==> src/rtl/countdown_timer.sv <==
// Loadable MM:SS countdown timer with expiry buzzer request.
// Decrements once per 1 Hz tick while running; expiry holds 00:00 and buzzes for BUZZ_TICKS ticks.
module countdown_timer #(
  parameter int MAX_MIN    = 99,
  parameter int BUZZ_TICKS = 10
) (
  input  logic       clk,
  input  logic       rst,
  input  logic       tick,
  input  logic       load,
  input  logic [6:0] load_min,
  input  logic [6:0] load_sec,
  input  logic       start,
  input  logic       pause,
  output logic [6:0] min_out,
  output logic [6:0] sec_out,
  output logic       running,
  output logic       paused,
  output logic       done,
  output logic       buzz
);

  localparam logic [6:0] MAX_MIN_L = 7'(MAX_MIN);
  localparam logic [6:0] BUZZ_L    = 7'(BUZZ_TICKS);
  localparam logic [6:0] SEC_MAX   = 7'd59;

  typedef enum logic [1:0] {
    IDLE    = 2'd0,
    RUN     = 2'd1,
    PAUSED  = 2'd2,
    EXPIRED = 2'd3
  } state_t;

  state_t     state_reg, state_next;
  logic [6:0] min_reg, min_next;
  logic [6:0] sec_reg, sec_next;
  logic [6:0] bcnt_reg, bcnt_next;
  logic       buzz_reg, buzz_next;
  logic       running_reg, paused_reg, done_reg;
  logic       count_zero;
  logic       last_second;

  assign count_zero  = (min_reg == 7'd0) && (sec_reg == 7'd0);
  assign last_second = (min_reg == 7'd0) && (sec_reg == 7'd1);

  always_ff @(posedge clk or posedge rst) begin
    if (rst) begin
      state_reg   <= IDLE;
      min_reg     <= 7'd0;
      sec_reg     <= 7'd0;
      bcnt_reg    <= 7'd0;
      buzz_reg    <= 1'b0;
      running_reg <= 1'b0;
      paused_reg  <= 1'b0;
      done_reg    <= 1'b0;
    end else begin
      state_reg   <= state_next;
      min_reg     <= min_next;
      sec_reg     <= sec_next;
      bcnt_reg    <= bcnt_next;
      buzz_reg    <= buzz_next;
      // Status flags are registered copies of the next state so they change on the same edge.
      running_reg <= (state_next == RUN);
      paused_reg  <= (state_next == PAUSED);
      done_reg    <= (state_next == EXPIRED);
    end
  end

  always_comb begin
    state_next = state_reg;
    min_next   = min_reg;
    sec_next   = sec_reg;
    bcnt_next  = bcnt_reg;
    buzz_next  = buzz_reg;

    if (load) begin
      state_next = IDLE;
      buzz_next  = 1'b0;
      bcnt_next  = 7'd0;
      min_next   = (load_min > MAX_MIN_L) ? MAX_MIN_L : load_min;
      sec_next   = (load_sec > SEC_MAX) ? SEC_MAX : load_sec;
    end else begin
      case (state_reg)
        IDLE: begin
          if (start && !count_zero) begin
            state_next = RUN;
          end
        end

        RUN: begin
          if (pause) begin
            state_next = PAUSED;
          end else if (tick) begin
            // A stray 00:00 in RUN is treated as expiry so the count can never underflow.
            if (last_second || count_zero) begin
              min_next   = 7'd0;
              sec_next   = 7'd0;
              state_next = EXPIRED;
              buzz_next  = 1'b1;
              bcnt_next  = 7'd0;
            end else if (sec_reg != 7'd0) begin
              sec_next = sec_reg - 7'd1;
            end else begin
              sec_next = SEC_MAX;
              min_next = min_reg - 7'd1;
            end
          end
        end

        PAUSED: begin
          if (start) begin
            state_next = RUN;
          end
        end

        EXPIRED: begin
          if (start || pause) begin
            state_next = IDLE;
            min_next   = 7'd0;
            sec_next   = 7'd0;
            buzz_next  = 1'b0;
            bcnt_next  = 7'd0;
          end else if (tick && buzz_reg) begin
            bcnt_next = bcnt_reg + 7'd1;
            if ((bcnt_reg + 7'd1) == BUZZ_L) begin
              buzz_next = 1'b0;
            end
          end
        end

        default: begin
          state_next = IDLE;
        end
      endcase
    end
  end

  assign min_out = min_reg;
  assign sec_out = sec_reg;
  assign running = running_reg;
  assign paused  = paused_reg;
  assign done    = done_reg;
  assign buzz    = buzz_reg;

endmodule

==> config.mk <==
export PLATFORM = sky130hd
export DESIGN_NAME = countdown_timer
export DESIGN_NICKNAME = d
export VERILOG_FILES = /design/src/rtl/countdown_timer.sv
export SDC_FILE = /design/constraint.sdc
export NUM_CORES = 1
export LEC_CHECK = 0
export CAP_MARGIN = 20
export CORE_MARGIN = 8
export CORE_UTILIZATION = 40
export DETAILED_ROUTE_END_ITERATION = 8
export GPL_TIMING_DRIVEN = 1
export PLACE_DENSITY_LB_ADDON = 0.12
export SLEW_MARGIN = 20
export SYNTH_ARGS = -nofsm -noshare
export SYNTH_HDL_FRONTEND = slang
export SYNTH_SLANG_ARGS = --single-unit
==> constraint.sdc <==
create_clock -name clk -period 2.6 [get_ports clk]
set_input_delay 0.52 -clock clk [delete_from_list [all_inputs] [get_ports clk]]
set_output_delay 0.52 -clock clk [all_outputs]
set_load 0.01 [all_outputs]
* Word level (Yosys, flattened, before mapping) *
Cells that the tools add are included.

word-level totals
  register bits after elaboration = 27
  bits of input ports = 20

operators by class
  add/sub/neg operators = 3
  magnitude comparators = 2
  eq/ne operators = 15
  mux-type cells = 38
  reduce and logical (&&, ||, !) cells = 16

operators by type and width
  operator             number
  $mux 7               19
  $pmux 7 s2           3
  $logic_not 7->1      2
  $mux 2               7
  $sub 7x1->7 const B  2
  $ne 3x3->1 const B   4
  $ne 4x4->1 const B   3
  $reduce_and 5->1     2
  $eq 2x2->1 const B   4
  $pmux 2 s4           1
  $add 7x1->7 const B  1
  $eq 7x1->1 const B   1
  $eq 7x4->1 const B   1
  $gt 7x6->1 const B   1
  $gt 7x7->1 const B   1
  $mux 1               7
  $reduce_bool 7->1    1
  $reduce_and 6->1     1
  $eq 2x1->1 const B   2
  $logic_and 1x1->1    4
  $reduce_and 4->1     1
  $reduce_bool 3->1    1
  $logic_not 2->1      1
  $logic_or 1x1->1     2
  2 further kinds      2

* Depth between registers and ports, before layout *
  word-level depth = 9
  gate-level depth with buffers = 8

* Worst setup path before layout *
Ideal clock, no wire load.

  path kind = register to register
  from = reg min_reg[0] (netlist: min_out[0])
  to = reg min_reg[1] (netlist: min_out[1])
  library setup time = 0.125 ns
  data arrival time = 1.990 ns
  data required time = 2.475 ns
  path slack = 0.485 ns
  stages on the path, launching flop included = 8
  buffers on the path = 0
  cell sequence = dfrtp_1 inv_1 ha_1 or2b_2 or3_4 o21ai_1 o21ai_0 mux2_2

on the way
  longest elaborated chain between the ends = 8
  elaborated cells between the ends (all ways) = 13

RTL lines
  what                                                 line  RTL
  from (decl)                                          35    logic [6:0] min_reg, min_next;
  from (signal assigned)                               58    min_reg <= min_next;
  branches (longest 8 deep; another with $sub 7x1->7)  --

Several ways; the timed one is not identified. The select of a mux whose other input is x is not followed.
A chain may end at the register's enable or synchronous reset.

* Worst setup path in the final report *
  from = reg min_reg[0] (netlist: min_out[0])
  to = reg min_reg[0] (netlist: min_out[0])

The elaborated chain is that of the path after synthesis.

==> flow_summary.yaml <==
run_status:
  outcome: "finished clean"
floorplan:
  rows: 25
  die_w_um: 84.29
  dieArea_mm2: 0.007105
  dieHeight_um: 84.29
  starting_utilization_of_the_core_area: 0.4057
  core_area_mm2: 0.004598
  io_pins: 38
worst_setup_path:
  max_stage_delay_ps: 420
  crit_fanout: 5
  timing.reg2reg.worst_path_depth: 8
  crit_path_start_kind: "flip-flop"
  critPathArrivalTime_ps: 2520
  cp_data_required_time_ps: 2740
  timing.reg2reg.setup_slack_ps: 220
  critPathCaptureType: "flip-flop"
  worstPathCellList: "inv_1, ha_1, or2b_2, o311ai_0, o211ai_1, buf_4, a211oi_1, a21oi_1"
  r2r_end: "min_out[0]"
  reg2reg_from: "min_out[0]"
  critical_path.slowest_cell: "o311ai_0"
  path_class: "flip-flop to flip-flop"
timing:
  grt_setup_unrepaired: "no"
  fin_tns_setup_ps: 0
  report.final.hold_viol_count: 0
  max_freq_ghz: 0.4207
  finalSetupViolCount: 0
  final_critical_path_time_including_i_o_delays_and_setup_ps: 2377
  slew_violations: 0
  max-slew-margin-rel: 0.5595
  clock_skew_ps: 3.093
  layout_worst_path_cycle_share: 0.9142
  worst-slew-pin-transition_ps: 660.8
logic_synthesis:
  simple_gate_portion_of_the_synthesized_area: 0.2140
  yosys.area_share.xor_xnor: 0.004695
  yosysSeqAreaShare: 0.3622
  synth.distinct_cells: 62
  synth-compound-area-share: 0.2958
  yosys_register_bits: 27
  mapped_nets: 239
  ys_dominant_reg_cell: "dfrtp_1"
  synth_top_family_by_area: "compound AO/OA/AOI/OAI gates"
  yosys_warnings: 0
  mappedNetlistArea_mm2: 0.001866
  postSynth.asyncResetShare: 1.000
  syn_inst: 213
  mux_contribution_to_synthesized_area: 0.02280
  per_instance_average_area_after_synthesis_um2: 8.758
  synth-adder-area-share: 0.04024
  synth-edff-count: 0
cts:
  cts.path.max_buffers: 2
  cts.reportedPaths.clkPinSlew_ps: 100
  cts_tree: "done"
  clk_latency_ps: 270
  cts-buffers-inserted: 3
  tritoncts_num_sinks: 27
  cts.root.buffer_cell: "clkbuf_8"
  cts_max_level: 1
place:
  io_buffer_count: 37
  detailedPlacementHpwl_um: 3763
  globalplace.congestion: 0.8234
run:
  drv.max_cap_violation_count: 0
pwr:
  p_leak_nw: 1.003
  total_power_w: 0.001230
  ir_worst_vdd_v: 0.0004252
  power_per_cell_area_mw_per_mm2: 508.7
routing:
  avgViaCountPerCell: 5.720
  via_count: 1819
  drt_drc_violations_left: 0
  wire_per_inst_um: 15.91
  drt-initial-drc-count: 81
  drt_pass1_iterations: 4
  postRouteAntennaNets: 0
  routed_wirelength_um: 5058
min_path:
  whs_path_depth: 2
  holdPathEnd: "min_out[4]"
  holdCritStartpoint: "min_out[4]"
  holdCritPathClass: "flip-flop to flip-flop"
finish:
  number_of_nets_in_the_layout: 291
  syn2layout_area_growth_pct: 29.58
  layout-drive-gt1-share: 0.1364
  antenna-diode-count: 0
global_routing:
  grt_first_pass_wirelength_um: 8473
  largest_net_degree_at_the_start_of_global_routing: 28
  grt_pass1_vias: 1780
  grt_overflow: 0
  number_of_antenna_violations_at_the_first_check_in_global_routing: 0
  grt_overall_usage: 0.1424
-- cell type report --
cell class | instances | area, µm²
Multi-Input combinational cell | 164 | 1077
Inverter | 16 | 60.06
Clock inverter | 1 | 5.005
Fill cell | 431 | 2181
Sequential cell | 27 | 675.6
Tap cell | 54 | 67.56
Timing Repair Buffer | 53 | 490.5
Clock buffer | 3 | 41.29
-- Yosys cell counts (3+ instances only) --
cell / count / area (µm²)
nor3_1: 4 / 20.02
o22ai_1: 3 / 18.77
nand2b_1: 4 / 25.02
or2_2: 3 / 18.77
nand2_1: 19 / 71.32
nor2_1: 15 / 56.30
dfrtp_1: 27 / 675.7
ha_1: 6 / 75.07
a31oi_1: 4 / 25.02
o21ai_0: 20 / 100.1
o211ai_1: 3 / 22.52
a32o_1: 5 / 50.05
nand3_1: 13 / 65.06
a21oi_1: 14 / 70.07
inv_1: 15 / 56.30
-- cells by family (layout without fill, tap and decap cells) --
logic type / Yosys count / in the layout
AO/OA/AOI/OAI: 79 / 79
adder cells (fa/ha/maj): 6 / 6
multiplexers: 4 / 4
AND/OR/NAND/NOR: 74 / 74
flip-flops: 27 / 27
XOR/XNOR: 1 / 1
buffers and inverters: 22 / 73
-- metrics by stage --
stage | hold slack, ps | instances | util | area [µm²] | setup WS [ps]
finish | 575.5 | 318 | 0.5257 | 2417 | 223.2
global route | 616.1 | 318 | 0.5257 | 2417 | 44.57
CTS | 580.9 | 316 | 0.5224 | 2402 | 224.1
detailed placement | 559.1 | 312 | 0.5124 | 2356 | 102.9
global placement | 558.9 | 312 | 0.5124 | 2356 | 121.6
floorplan | 527.9 | 213 | - | 1866 | 485.3
-- cell usage in the layout, fill, tap and decap left out, types with 4 or more instances in the layout --
master           count
nand2b_1             4
inv_1               15
nor2_1              15
a21oi_1             14
nor3_1               4
nand3_1             13
dfrtp_1             27
nand2_1             19
buf_4               16
a32o_1               5
a31oi_1              4
clkdlybuf4s50_1     37
o21ai_0             20
ha_1                 6
-- report_power, final --
group	switching [W]	internal, W
registers	0.0000595	0.000472
logic	0.000222	0.000235
clock network	0.000134	0.000107
total	0.000415	0.000815
-- metal layers --
layer / GRT usage / up-vias / wire length (µm)
li1: - / 903 / -
met1: 0.1737 / 871 / 2235
met2: 0.2423 / 41 / 2560
met3: 0.03485 / 4 / 220
met4: 0.03611 / 0 / 41
met5: 0 / - / 0
-- worst max-delay path: cells and delay by family (launching register included) --
family                   cells  cell delay, ps
AO/OA/AOI/OAI                4            1000
adder cells (fa/ha/maj)      1             180
buffers and inverters        2             320
flip-flops                   1             410
AND/OR/NAND/NOR              1             340
-- worst max path at each step --
stage,startpoint,to,slack [ps]
6_report,min_out[0],min_out[0],220
2_1_floorplan,min_out[0],min_out[1],490
4_1_cts,min_out[0],min_out[4],220
5_1_grt,min_out[0],min_out[4],40
3_5_place_dp,pause,sec_out[1],100
3_3_place_gp,pause,sec_out[1],120
-- what timing repair did --
item                                    in CTS  in global routing
endpoints found under the hold margin        0                  0
endpoints found under the setup margin       0                  1
hold buffers                                 0                  0
resized for setup                            0                  0
setup buffers                                0                  2
Power figures use the tool's default switching activity.
